**config.mk**
```make
export PLATFORM = sky130hd
export DESIGN_NAME = anim_sequencer
export DESIGN_NICKNAME = d
export VERILOG_FILES = /design/src/rtl/anim_pkg.sv /design/src/rtl/anim_sequencer_frame_ticker.sv /design/src/rtl/anim_sequencer.sv
export SDC_FILE = /design/constraint.sdc
export NUM_CORES = 1
export LEC_CHECK = 0
export CAP_MARGIN = 20
export CORE_MARGIN = 10
export CORE_UTILIZATION = 54
export DETAILED_ROUTE_END_ITERATION = 6
export PLACE_DENSITY = 0.82
export SETUP_SLACK_MARGIN = 0.2
export SYNTH_ARGS = -nofsm -noshare
export SYNTH_HDL_FRONTEND = slang
export SYNTH_SLANG_ARGS = --single-unit
```
**constraint.sdc**
```tcl
create_clock -name clk -period 2.7 [get_ports clk]
set_input_delay 0.54 -clock clk [delete_from_list [all_inputs] [get_ports clk]]
set_output_delay 0.54 -clock clk [all_outputs]
set_load 0.05 [all_outputs]
```
**src/rtl/anim_pkg.sv**
```systemverilog
// Shared sprite-animation constants: sheet layout, frame counts, FSM encodings.
// Latency: n/a (types, constants and pure decode functions only).
// Backpressure: n/a.
package anim_pkg;

    // Animation FSM states; the encoding is shared with the address generator.
    typedef enum logic [2:0] {
        ST_IDLE = 3'd0,
        ST_WALK = 3'd1,
        ST_RISE = 3'd2,
        ST_FALL = 3'd3,
        ST_LAND = 3'd4
    } anim_state_t;

    // Sprite sheet selector as seen on the anim_sel output.
    typedef enum logic [1:0] {
        SEL_IDLE = 2'd0,
        SEL_WALK = 2'd1,
        SEL_JUMP = 2'd2
    } anim_sel_t;

    // Level controls from the physics / joystick side, bundled for the synchroniser.
    typedef struct packed {
        logic is_moving;
        logic jumping;
        logic on_ground;
    } ctl_t;

    // Registered sheet descriptor driven to the ROM address generator.
    typedef struct packed {
        anim_sel_t   sel;
        logic [14:0] base;
        logic [8:0]  width;
    } sheet_t;

    // Value presented to the FSM while the synchroniser still holds reset contents:
    // standing still on the ground, so nothing is inferred from flops that never saw the pins.
    localparam ctl_t CTL_NEUTRAL = '{is_moving: 1'b0, jumping: 1'b0, on_ground: 1'b1};

    localparam logic [14:0] BASE_IDLE  = 15'd4096;
    localparam logic [14:0] BASE_WALK  = 15'd8192;
    localparam logic [14:0] BASE_JUMP  = 15'd14336;
    localparam logic [8:0]  WIDTH_IDLE = 9'd128;
    localparam logic [8:0]  WIDTH_WALK = 9'd192;
    localparam logic [8:0]  WIDTH_JUMP = 9'd256;

    localparam int FRAMES_IDLE = 4;
    localparam int FRAMES_WALK = 6;
    localparam int FRAMES_JUMP = 8;

    // Frame indices; the jump sheet is split into rise, fall and landing segments.
    localparam logic [2:0] LAST_IDLE  = 3'(FRAMES_IDLE - 1);
    localparam logic [2:0] LAST_WALK  = 3'(FRAMES_WALK - 1);
    localparam logic [2:0] RISE_FIRST = 3'd0;
    localparam logic [2:0] RISE_LAST  = 3'd3;
    localparam logic [2:0] FALL_FIRST = 3'd4;
    localparam logic [2:0] FALL_LAST  = 3'd6;
    localparam logic [2:0] LAND_FRAME = 3'(FRAMES_JUMP - 1);

    function automatic anim_sel_t sel_of_state(input anim_state_t st);
        case (st)
            ST_IDLE: return SEL_IDLE;
            ST_WALK: return SEL_WALK;
            ST_RISE, ST_FALL, ST_LAND: return SEL_JUMP;
            default: return SEL_IDLE;
        endcase
    endfunction

    function automatic sheet_t sheet_of_sel(input anim_sel_t sel);
        case (sel)
            SEL_WALK: return '{sel: SEL_WALK, base: BASE_WALK, width: WIDTH_WALK};
            SEL_JUMP: return '{sel: SEL_JUMP, base: BASE_JUMP, width: WIDTH_JUMP};
            default:  return '{sel: SEL_IDLE, base: BASE_IDLE, width: WIDTH_IDLE};
        endcase
    endfunction

endpackage

```
**src/rtl/anim_sequencer_frame_ticker.sv**
```systemverilog
// Frame prescaler: counts 0..FRAME_DIV-1 and flags the terminal-count cycle as step.
// Latency: step is a decode of the count register; clear takes effect on the next edge.
// Backpressure: none; free-running except for clear.
module frame_ticker #(
    parameter int FRAME_DIV = 4000000
) (
    input  logic clk,
    input  logic rst,
    input  logic clear,
    output logic step
);

    localparam int CW = (FRAME_DIV > 1) ? $clog2(FRAME_DIV) : 1;
    localparam logic [CW-1:0] TERM = CW'(FRAME_DIV - 1);

    logic [CW-1:0] cnt_q;
    logic [CW-1:0] cnt_d;

    // Next count: clear wins, otherwise wrap at terminal count.
    always_comb begin
        step  = (cnt_q == TERM);
        cnt_d = cnt_q + CW'(1);
        if (clear || step) begin
            cnt_d = '0;
        end
    end

    // Count register with synchronous reset.
    always_ff @(posedge clk) begin
        if (rst) begin
            cnt_q <= '0;
        end else begin
            cnt_q <= cnt_d;
        end
    end

endmodule

```
**src/rtl/anim_sequencer.sv**
```systemverilog
// Sprite animation sequencer: picks idle/walk/jump sheet and frame from physics flags.
// Latency: 2 synchroniser cycles + 1 registered FSM/output cycle from raw inputs.
// Backpressure: none; level inputs, outputs update every cycle.
module anim_sequencer
    import anim_pkg::*;
#(
    parameter int FRAME_DIV = 4000000
) (
    input  logic        clk,
    input  logic        rst,
    input  logic        is_moving,
    input  logic        jumping,
    input  logic        on_ground,
    output logic [1:0]  anim_sel,
    output logic [2:0]  frame_idx,
    output logic [14:0] sheet_base,
    output logic [8:0]  sheet_width,
    output logic        anim_change
);

    ctl_t        s1_q, s1_d;
    ctl_t        s2_q, s2_d;
    logic        jmp_prev_q, jmp_prev_d;
    logic [2:0]  vld_q, vld_d;
    anim_state_t state_q, state_d;
    logic [2:0]  frame_q, frame_d;
    sheet_t      sheet_q, sheet_d;
    logic        change_q, change_d;

    ctl_t        ctl;
    logic        prev_jmp;
    logic        jump_rise;
    logic        jump_fall;
    logic        step;
    logic        state_chg;

    // Double-flop synchroniser plus one extra jumping stage for edge detection.
    // vld tracks which stages hold post-reset samples so stale contents never drive the FSM.
    always_comb begin
        s1_d       = {is_moving, jumping, on_ground};
        s2_d       = s1_q;
        jmp_prev_d = s2_q.jumping;
        vld_d      = {vld_q[1:0], 1'b1};
        ctl        = vld_q[1] ? s2_q : CTL_NEUTRAL;
        prev_jmp   = vld_q[2] & jmp_prev_q;
        jump_rise  = ctl.jumping & ~prev_jmp;
        jump_fall  = ~ctl.jumping & prev_jmp;
    end

    // Frame prescaler, restarted on every state change so a new state gets a full first frame.
    frame_ticker #(
        .FRAME_DIV(FRAME_DIV)
    ) u_ticker (
        .clk  (clk),
        .rst  (rst),
        .clear(state_chg),
        .step (step)
    );

    // Next-state and frame logic; a jump start overrides everything else.
    always_comb begin
        state_d = state_q;
        frame_d = frame_q;
        if (jump_rise) begin
            state_d = ST_RISE;
            frame_d = RISE_FIRST;
        end else begin
            case (state_q)
                ST_IDLE: begin
                    if (!ctl.on_ground && !ctl.jumping) begin
                        state_d = ST_FALL;
                        frame_d = FALL_FIRST;
                    end else if (ctl.is_moving) begin
                        state_d = ST_WALK;
                        frame_d = '0;
                    end else if (step) begin
                        frame_d = (frame_q == LAST_IDLE) ? 3'd0 : frame_q + 3'd1;
                    end
                end
                ST_WALK: begin
                    if (!ctl.on_ground && !ctl.jumping) begin
                        state_d = ST_FALL;
                        frame_d = FALL_FIRST;
                    end else if (!ctl.is_moving) begin
                        state_d = ST_IDLE;
                        frame_d = '0;
                    end else if (step) begin
                        frame_d = (frame_q == LAST_WALK) ? 3'd0 : frame_q + 3'd1;
                    end
                end
                ST_RISE: begin
                    // Ground contact alone does not end the ascent; only the jumping flag does.
                    if (jump_fall) begin
                        state_d = ST_FALL;
                        frame_d = FALL_FIRST;
                    end else if (step && frame_q < RISE_LAST) begin
                        frame_d = frame_q + 3'd1;
                    end
                end
                ST_FALL: begin
                    if (ctl.on_ground) begin
                        state_d = ST_LAND;
                        frame_d = LAND_FRAME;
                    end else if (step && frame_q < FALL_LAST) begin
                        frame_d = frame_q + 3'd1;
                    end
                end
                ST_LAND: begin
                    if (step) begin
                        state_d = ctl.is_moving ? ST_WALK : ST_IDLE;
                        frame_d = '0;
                    end
                end
                default: begin
                    state_d = ST_IDLE;
                    frame_d = '0;
                end
            endcase
        end
    end

    // Output decode from the next state so sheet fields move together with anim_sel.
    always_comb begin
        state_chg = (state_d != state_q);
        change_d  = state_chg;
        sheet_d   = sheet_of_sel(sel_of_state(state_d));
    end

    // All state and output registers, synchronous active-high reset.
    always_ff @(posedge clk) begin
        if (rst) begin
            s1_q       <= '0;
            s2_q       <= '0;
            jmp_prev_q <= 1'b0;
            vld_q      <= '0;
            state_q    <= ST_IDLE;
            frame_q    <= '0;
            sheet_q    <= sheet_of_sel(SEL_IDLE);
            change_q   <= 1'b0;
        end else begin
            s1_q       <= s1_d;
            s2_q       <= s2_d;
            jmp_prev_q <= jmp_prev_d;
            vld_q      <= vld_d;
            state_q    <= state_d;
            frame_q    <= frame_d;
            sheet_q    <= sheet_d;
            change_q   <= change_d;
        end
    end

    assign anim_sel    = sheet_q.sel;
    assign frame_idx   = frame_q;
    assign sheet_base  = sheet_q.base;
    assign sheet_width = sheet_q.width;
    assign anim_change = change_q;

endmodule

```
=== Yosys cells after proc, flatten, opt, wreduce, memory -nomap -nowiden ===
Index checks and enable logic that the tools add are counted.

* Output and inout port bits: 30
* Bits in registers: 65
* Bits of input ports: 5

* Muxes and demuxes: 28
* Reduce and logical (&&, ||, !) cells: 11
* Add/subtract/negate cells: 2
* Bitwise gates (word level): 5
* Eq/ne operators: 19
* Magnitude comparators: 2

{| class="wikitable"
|+ Operator list
! cell !! count
|-
| two-way mux 3 bit || 22
|-
| one-hot mux 26 bit (2 select lines) || 1
|-
| one-hot mux 3 bit (5 select lines) || 2
|-
| adder 22 x 1 -> 22 bit, second input constant || 1
|-
| == test 22 bit, second input constant || 1
|-
| == test 3 x 2 -> 1 bit, second input constant || 5
|-
| == test 3 bit, second input constant || 3
|-
| != test 4 bit, second input constant || 2
|-
| == test 3 x 1 -> 1 bit, second input constant || 2
|-
| != test 3 bit, second input constant || 2
|-
| AND reduction 5 bit || 1
|-
| one-hot mux 2 bit (2 select lines) || 1
|-
| OR reduction 2 bit || 2
|-
| adder 3 x 1 -> 3 bit, second input constant || 1
|-
| AND 1 bit || 3
|-
| logical AND 1 bit || 3
|-
| zero test 3 bit || 1
|-
| less-than comparator 3 x 2 -> 1 bit, second input constant || 1
|-
| less-than comparator 3 bit, second input constant || 1
|-
| != test 3 bit || 1
|-
| OR reduction 3 bit || 1
|-
| == test 2 x 1 -> 1 bit, second input constant || 1
|-
| == test 2 bit, second input constant || 1
|-
| zero test 1 bit || 2
|-
| 4 further kinds || 6
|}

=== Longest topological paths before layout ===
Gate-level depths: netlist of the first run.

* Depth in word-level cells: 11
* Depth in mapped cells: 9

=== Cells and area by module ===
A second synthesis of the first run with hierarchy kept.

* Cells, all modules: 271
* Area, all modules: 2,331.0 µm²

{| class="wikitable"
|+ Modules (own cells, without submodules)
! module !! cells an instance !! times used !! seq. area each (µm²) !! area each (µm²)
|-
| anim_sequencer || 151 || 1 || 440.4 || 1,297.5
|-
| frame_ticker || 120 || 1 || 440.4 || 1,033.5
|}

=== Worst setup path before layout of the first run ===
OpenSTA, ideal clock, no wires.

* Path type: flip-flop to flip-flop
* Start: reg u_ticker.cnt_q[0]
* End: reg sheet_q (netlist bit sheet_base[11])
* Arrival: 1,958 ps
* Library setup time: 128 ps
* Stages on the path, launching flop included: 9
* Required time: 2,572 ps
* Path slack: 614 ps
* Cell sequence: dfxtp_1 -> ha_1 -> nand2_1 -> nor3_1 -> and3_1 -> o211ai_1 -> or2_1 -> ha_1 -> nor2b_1

{| class="wikitable"
|+ RTL lines
! element !! line !! RTL
|-
| from (decl) || anim_sequencer_frame_ticker.sv:16 || <nowiki>logic [CW-1:0] cnt_q;</nowiki>
|-
| from (signal assigned) || anim_sequencer_frame_ticker.sv:33 || <nowiki>cnt_q <= cnt_d;</nowiki>
|-
| to (signal assigned) || anim_sequencer.sv:138 || <nowiki>sheet_q <= sheet_of_sel(SEL_IDLE);</nowiki>
|-
| to (signal assigned) || anim_sequencer.sv:147 || <nowiki>sheet_q <= sheet_d;</nowiki>
|-
| to (decl) || anim_sequencer.sv:27 || <nowiki>sheet_t sheet_q, sheet_d;</nowiki>
|}

=== Final worst setup path of the first run ===
* Start: reg vld_q[1]
* End: reg u_ticker.cnt_q[8]

* Cells in the longest elaborated chain, start to end: 9

{| class="wikitable"
|+ Ends and longest elaborated chain
! element !! line !! RTL
|-
| from (decl) || anim_sequencer.sv:24 || <nowiki>logic [2:0] vld_q, vld_d;</nowiki>
|-
| from (signal assigned) || anim_sequencer.sv:144 || <nowiki>vld_q <= vld_d;</nowiki>
|-
| two-way mux 3 bit * || anim_sequencer.sv:44 || <nowiki>ctl = vld_q[1] ? s2_q : CTL_NEUTRAL;</nowiki>
|-
| inverter 1 bit / zero test 1 bit (equally long branches) || anim_sequencer.sv:47, anim_sequencer.sv:70, anim_sequencer.sv:81 ||
|-
| AND 1 bit / logical AND 1 bit (equally long branches) || anim_sequencer.sv:47, anim_sequencer.sv:70, anim_sequencer.sv:81 ||
|-
| two-way mux 3 bit (on tied branches) || anim_sequencer.sv:93, anim_sequencer.sv:70, anim_sequencer.sv:81 ||
|-
| one-hot mux 3 bit (5 select lines) || anim_sequencer.sv:68 || <nowiki>case (state_q)</nowiki>
|-
| two-way mux 3 bit * || anim_sequencer.sv:64 || <nowiki>if (jump_rise) begin</nowiki>
|-
| != test 3 bit * || anim_sequencer.sv:124 || <nowiki>state_chg = (state_d != state_q);</nowiki>
|-
| logical OR 1 bit * || anim_sequencer_frame_ticker.sv:23 || <nowiki>if (clear || step) begin</nowiki>
|-
| OR reduction 2 bit (no line) * || -- ||
|}

Mark *: on every way between the ends. The rest lies on a longest branch, timed or not.
A chain may end at the register's enable or synchronous reset.

==> flow_summary.json, run 1 <==
{
  "period_minus_slack_ps": 2240,
  "cts_tree": "yes",
  "critPathRequiredTime_ps": 2880,
  "cts_buffers": 5,
  "grt_setup_unrepaired": "false",
  "cts_hold_buf": 0,
  "clockRootBuffer": "clkbuf_8",
  "final_cells": 345,
  "antennaDiodeCount": 0,
  "rows": 24,
  "synth_top_area_share": 0.355,
  "place_congestion": 0.880,
  "cts_sinks": 44,
  "overflow": 0,
  "drc": 0,
  "syn_area_um2": 2480,
  "cp_max_fo": 22,
  "maxCapViolCount": 0,
  "post_cts_buffers": 0,
  "core_area_um2": 4410,
  "cts_max_level": 2,
  "worst_pin_slew_ps": 663,
  "synth_warnings": 0,
  "p_leak_nw": 0.942,
  "r2r-start": "vld_q[1]$_SDFF_PP0_",
  "drt_iter0_markers": 166,
  "hold_viol": 0,
  "min_to": "s2_q[2]$_SDFF_PP0_",
  "p_per_area_nw_per_um2": 582,
  "clkLatencyLatePin_ps": 300,
  "antenna_left": 0,
  "slew_headroom": 0.558,
  "hold-worst-slack_ps": 426,
  "ys_ff_latch": 44,
  "reg2reg_to": "u_ticker.cnt_q[8]$_SDFF_PP0_",
  "synth_seq_area_share": 0.355,
  "port_buffers": 16,
  "grt_pass1_wl_um": 8000,
  "peakVddDrop_uv": 260,
  "period_share": 0.831,
  "viasPerCell": 5.66,
  "outcome": "complete, no violations",
  "synthArstFlopShare": 0,
  "yosysTopAreaCell": "dfxtp_1",
  "r2r_setup_slack_ps": 460,
  "ios": 35,
  "hp-class": "reg -> reg",
  "grt_max_degree": 23,
  "avgSynthCellArea_um2": 8.75,
  "synthTopCellsByCount": "dfxtp_1, buf_4, nand2_1, nor3_2, nand3_1",
  "grt_pass1_vias": 1797,
  "cp-end-kind": "register",
  "area_growth_pct": 8.16,
  "drive_above_1_share": 0.123,
  "hpwl_um": 3390,
  "setup_ws_ps": 457,
  "synth.most_common_cell": "dfxtp_1",
  "final_net_count": 306,
  "postLayoutCellArea_um2": 2690,
  "cts_buffer_depth": 2,
  "dp_slack_ps": 385,
  "synth-edff-count": 0,
  "place_area_um2": 2560,
  "grt.total_usage": 0.124,
  "die_h_um": 87.8,
  "initial_core_util": 0.563,
  "fin_setup_tns_ps": 0,
  "routed_wl_um": 4830,
  "holdPathStages": 1,
  "slew_viol_final": 0,
  "die_x_um": 87.8,
  "detailroute.via_count": 1954,
  "clk_pin_slew_ps": 90,
  "dieArea_um2": 7710,
  "setup_viol": 0,
  "fmax_mhz": 446,
  "place_inst": 337,
  "crit_arrival_ps": 2420,
  "reg2reg_depth": 5,
  "min_from": "s1_q[2]$_SDFF_PP0_",
  "ys_types": 48,
  "cp-start-kind": "register",
  "first_pass_iters": 7,
  "antenna_found_initial": 0,
  "wire_per_inst_um": 14.0,
  "clock_skew_ps": 12.5,
  "post_cts_resized": 0,
  "synthTopCellsByArea": "dfxtp_1, nor3_2, buf_4, xnor2_1, ha_1",
  "ys.flop_type": "dfxtp_1",
  "criticalPathCategory": "reg -> reg",
  "synthCells": 284
}
critical path, stage by stage, from the launching register on:
cell	delay, ps
dfxtp_1	590
nand2b_1	330
o32a_1	380
o221a_1	260
a21bo_4	440
nor3_1	110
cell usage in the layout (no fill, tap or decap), drive strengths merged, types with 6 or more instances in the layout:
master / instances
dfxtp: 44
nor3: 33
nand2: 20
conb: 18
nand3: 17
clkdlybuf4s50: 16
nor2: 14
nor2b: 14
xnor2: 13
inv: 12
ha: 9
a21oi: 7
o21ai: 7
xor2: 7
clkbuf: 6
report_power, final:
part	total, mW	leakage [nW]	switching [mW]	internal, mW
registers	0.712	0.359	0.0360	0.676
clock network	0.533	0.0614	0.230	0.303
logic	0.319	0.522	0.225	0.0943
cell families after synthesis:
family          share of synthesized area
buf+inv                             0.113
flops                               0.355
compound gates                      0.108
fa+ha+maj                          0.0453
other cells                       0.00151
simple gates                        0.295
mux                                0.0121
xor+xnor                           0.0705
sequential cells by signal, summed over array words and instances (netlist names):
signal,cells
anim_sel,1
s2_q,2
state_q,3
anim_change,1
jmp_prev_q,1
u_ticker.cnt_q,22
sheet_base,3
jmp_prev_d,1
sheet_width,1
frame_idx,3
s1_q,3
vld_q,3
final cells by class:
cell class	count	area [um^2]
clock buffers	6	82.6
fillers	384	1730
multi-input cells	210	1390
well taps	52	65.1
repair buffers	19	183
inverters	12	45.0
clock inverters	2	38.8
flip-flops and latches	44	881
metal layers:
| metal | share of wire | global-route usage |
|---|---|---|
| met5 | 0 | 0 |
| met4 | 0.012 | 0.0449 |
| met3 | 0.081 | 0.0334 |
| met2 | 0.49 | 0.215 |
| met1 | 0.42 | 0.142 |
worst max path at each step:
| stage | slack (ps) | cells after the start | start | endpoint |
|---|---|---|---|---|
| 4_1_cts | 380 | 8 | u_ticker.cnt_q[0]$_SDFF_PP0_ | sheet_base[11]$_SDFF_PP0_ |
| 3_3_place_gp | 490 | 8 | u_ticker.cnt_q[0]$_SDFF_PP0_ | sheet_base[11]$_SDFF_PP0_ |
| 5_1_grt | 260 | 8 | u_ticker.cnt_q[0]$_SDFF_PP0_ | sheet_base[11]$_SDFF_PP0_ |
| 6_report | 460 | 5 | vld_q[1]$_SDFF_PP0_ | u_ticker.cnt_q[8]$_SDFF_PP0_ |
| 2_1_floorplan | 610 | 8 | u_ticker.cnt_q[0]$_SDFF_PP0_ | sheet_base[11]$_SDFF_PP0_ |
| 3_5_place_dp | 390 | 8 | u_ticker.cnt_q[0]$_SDFF_PP0_ | sheet_base[11]$_SDFF_PP0_ |
stage by stage:
step / util / power (mW)
global placement: 0.580 / 1.04
finish: 0.609 / 1.56
global route: 0.609 / 1.62
CTS: 0.607 / 1.57
detailed placement: 0.580 / 1.04
floorplan: - / 1.01
(Power assumes the default switching activity.)
==> inputs of run 2 (changes only) <==
- clock period: 2.7 -> 2.3 ns (I/O delays scaled with it)
==> flow_summary.json, run 2 (synthesis gave the netlist of run 1 again) <==
{
  "period_share": 0.880,
  "cp_max_fo": 6,
  "drt-met1-wl_um": 2160,
  "highest_layer": "met4",
  "clkLatencyLatePin_ps": 300,
  "clock_skew_ps": 10.1,
  "hp-class": "reg -> reg",
  "rows": 24,
  "cts_hold_buf": 0,
  "hold_viol": 0,
  "antenna_left": 0,
  "slew_headroom": 0.662,
  "cp_cell_sequence": "clkdlybuf4s50_1",
  "area_growth_pct": 11.0,
  "wire_per_inst_um": 14.4,
  "worst_pin_slew_ps": 505,
  "wl_met3_um": 336,
  "criticalPathCategory": "reg -> out",
  "grt_max_degree": 23,
  "crit_slowest_cell": "clkdlybuf4s50_1",
  "place_congestion": 0.863,
  "period_minus_slack_ps": 2030,
  "hpwl_um": 3470,
  "layout_common_cells": "dfxtp_1, nor3_2, nand2_1",
  "fmax_mhz": 494,
  "clockRootBuffer": "clkbuf_8",
  "maxCapViolCount": 0,
  "postLayoutCellArea_um2": 2760,
  "crit_arrival_ps": 1570,
  "overflow": 0,
  "critPathTopFamily": "buffers and inverters",
  "cp-start-kind": "register",
  "first_pass_iters": 4,
  "cts_tree": "yes",
  "port_buffers": 16,
  "viasPerCell": 5.74,
  "dieArea_um2": 7710,
  "critPathRequiredTime_ps": 1840,
  "grt_pass1_wl_um": 8540,
  "r2r_setup_slack_ps": 280,
  "place_area_um2": 2600,
  "final_common_cell": "dfxtp_1",
  "p_per_area_nw_per_um2": 662,
  "wl_met2_um": 2470,
  "grt_setup_unrepaired": "true",
  "initial_core_util": 0.563,
  "drc": 0,
  "cts_sinks": 44,
  "final_net_count": 312,
  "antennaDiodeCount": 0,
  "core_area_um2": 4410,
  "p_leak_nw": 1.00,
  "slowest_delay_ps": 840,
  "die_h_um": 87.8,
  "routed_wl_um": 5050,
  "detailroute.via_count": 2016,
  "ios": 35,
  "die_x_um": 87.8,
  "clk_pin_slew_ps": 80,
  "antenna_found_initial": 0,
  "drt_iter0_markers": 123,
  "worst-path-buf-inv": 1,
  "post_cts_buffers": 0,
  "fin_util": 0.625,
  "drive_above_1_share": 0.164,
  "outcome": "complete, no violations",
  "peakVddDrop_uv": 339,
  "setup_viol": 0,
  "cts_buffers": 5,
  "fin_setup_tns_ps": 0,
  "slew_viol_final": 0,
  "grt_pass1_vias": 1884,
  "grt.total_usage": 0.133,
  "cts_max_level": 2,
  "cp-end-kind": "output port",
  "cts_buffer_depth": 2,
  "top_register": "u_ticker.cnt_q",
  "largest_reg_flops": 22
}
## run 2: changes by cell type in the layout (fill, tap and decap cells not counted), moves of 2 or more
cell	previous run	this run
dfxtp_1	44	41
dfxtp_2	0	3
clkdlybuf4s50_1	16	14
dlymetal6s2s_1	0	2
buf_4	3	8
## run 2: final timing paths
path	endpoint	startpoint	cells past startpoint
max reg2reg	sheet_base[11]$_SDFF_PP0_	u_ticker.cnt_q[1]$_SDFF_PP0_	8
min reg2reg	s2_q[2]$_SDFF_PP0_	s1_q[2]$_SDFF_PP0_	1
max	frame_idx[1]	frame_idx[1]$_SDFFE_PP0P_	1
min	s2_q[2]$_SDFF_PP0_	s1_q[2]$_SDFF_PP0_	1
## run 2: power by group
part	switching (mW)	internal (mW)	leakage [nW]	total, mW
registers	0.0370	0.794	0.360	0.831
logic	0.276	0.123	0.586	0.398
clock network	0.271	0.327	0.0548	0.598
## run 2: layout make-up
type,count,area [um^2]
multi-input cells,211,1420
clock inverters,3,46.3
inverters,12,45.0
well taps,52,65.1
repair buffers,24,225
clock buffers,5,68.8
flip-flops and latches,44,885
fillers,381,1660
## run 2: per-layer routing
layer / vias to the layer above / GRT usage
met5: - / 0
met4: 0 / 0.0594
met3: 8 / 0.0325
met2: 73 / 0.220
met1: 955 / 0.159
li1: 980 / -
## run 2: what timing repair did
action	CTS	global route
resized for setup	3	8
cloned	1	0
endpoints found under the setup margin	21	32
## run 2: through the flow
step | setup slack, ps | hold WS, ps | total power, mW | instances
2_1_floorplan | 214 | 414 | 1.18 | 301
3_3_place_gp | 236 | 418 | 1.23 | 342
3_5_place_dp | 175 | 434 | 1.23 | 342
4_1_cts | 197 | 454 | 1.83 | 351
5_1_grt | 123 | 457 | 1.91 | 351
6_report | 275 | 449 | 1.83 | 351
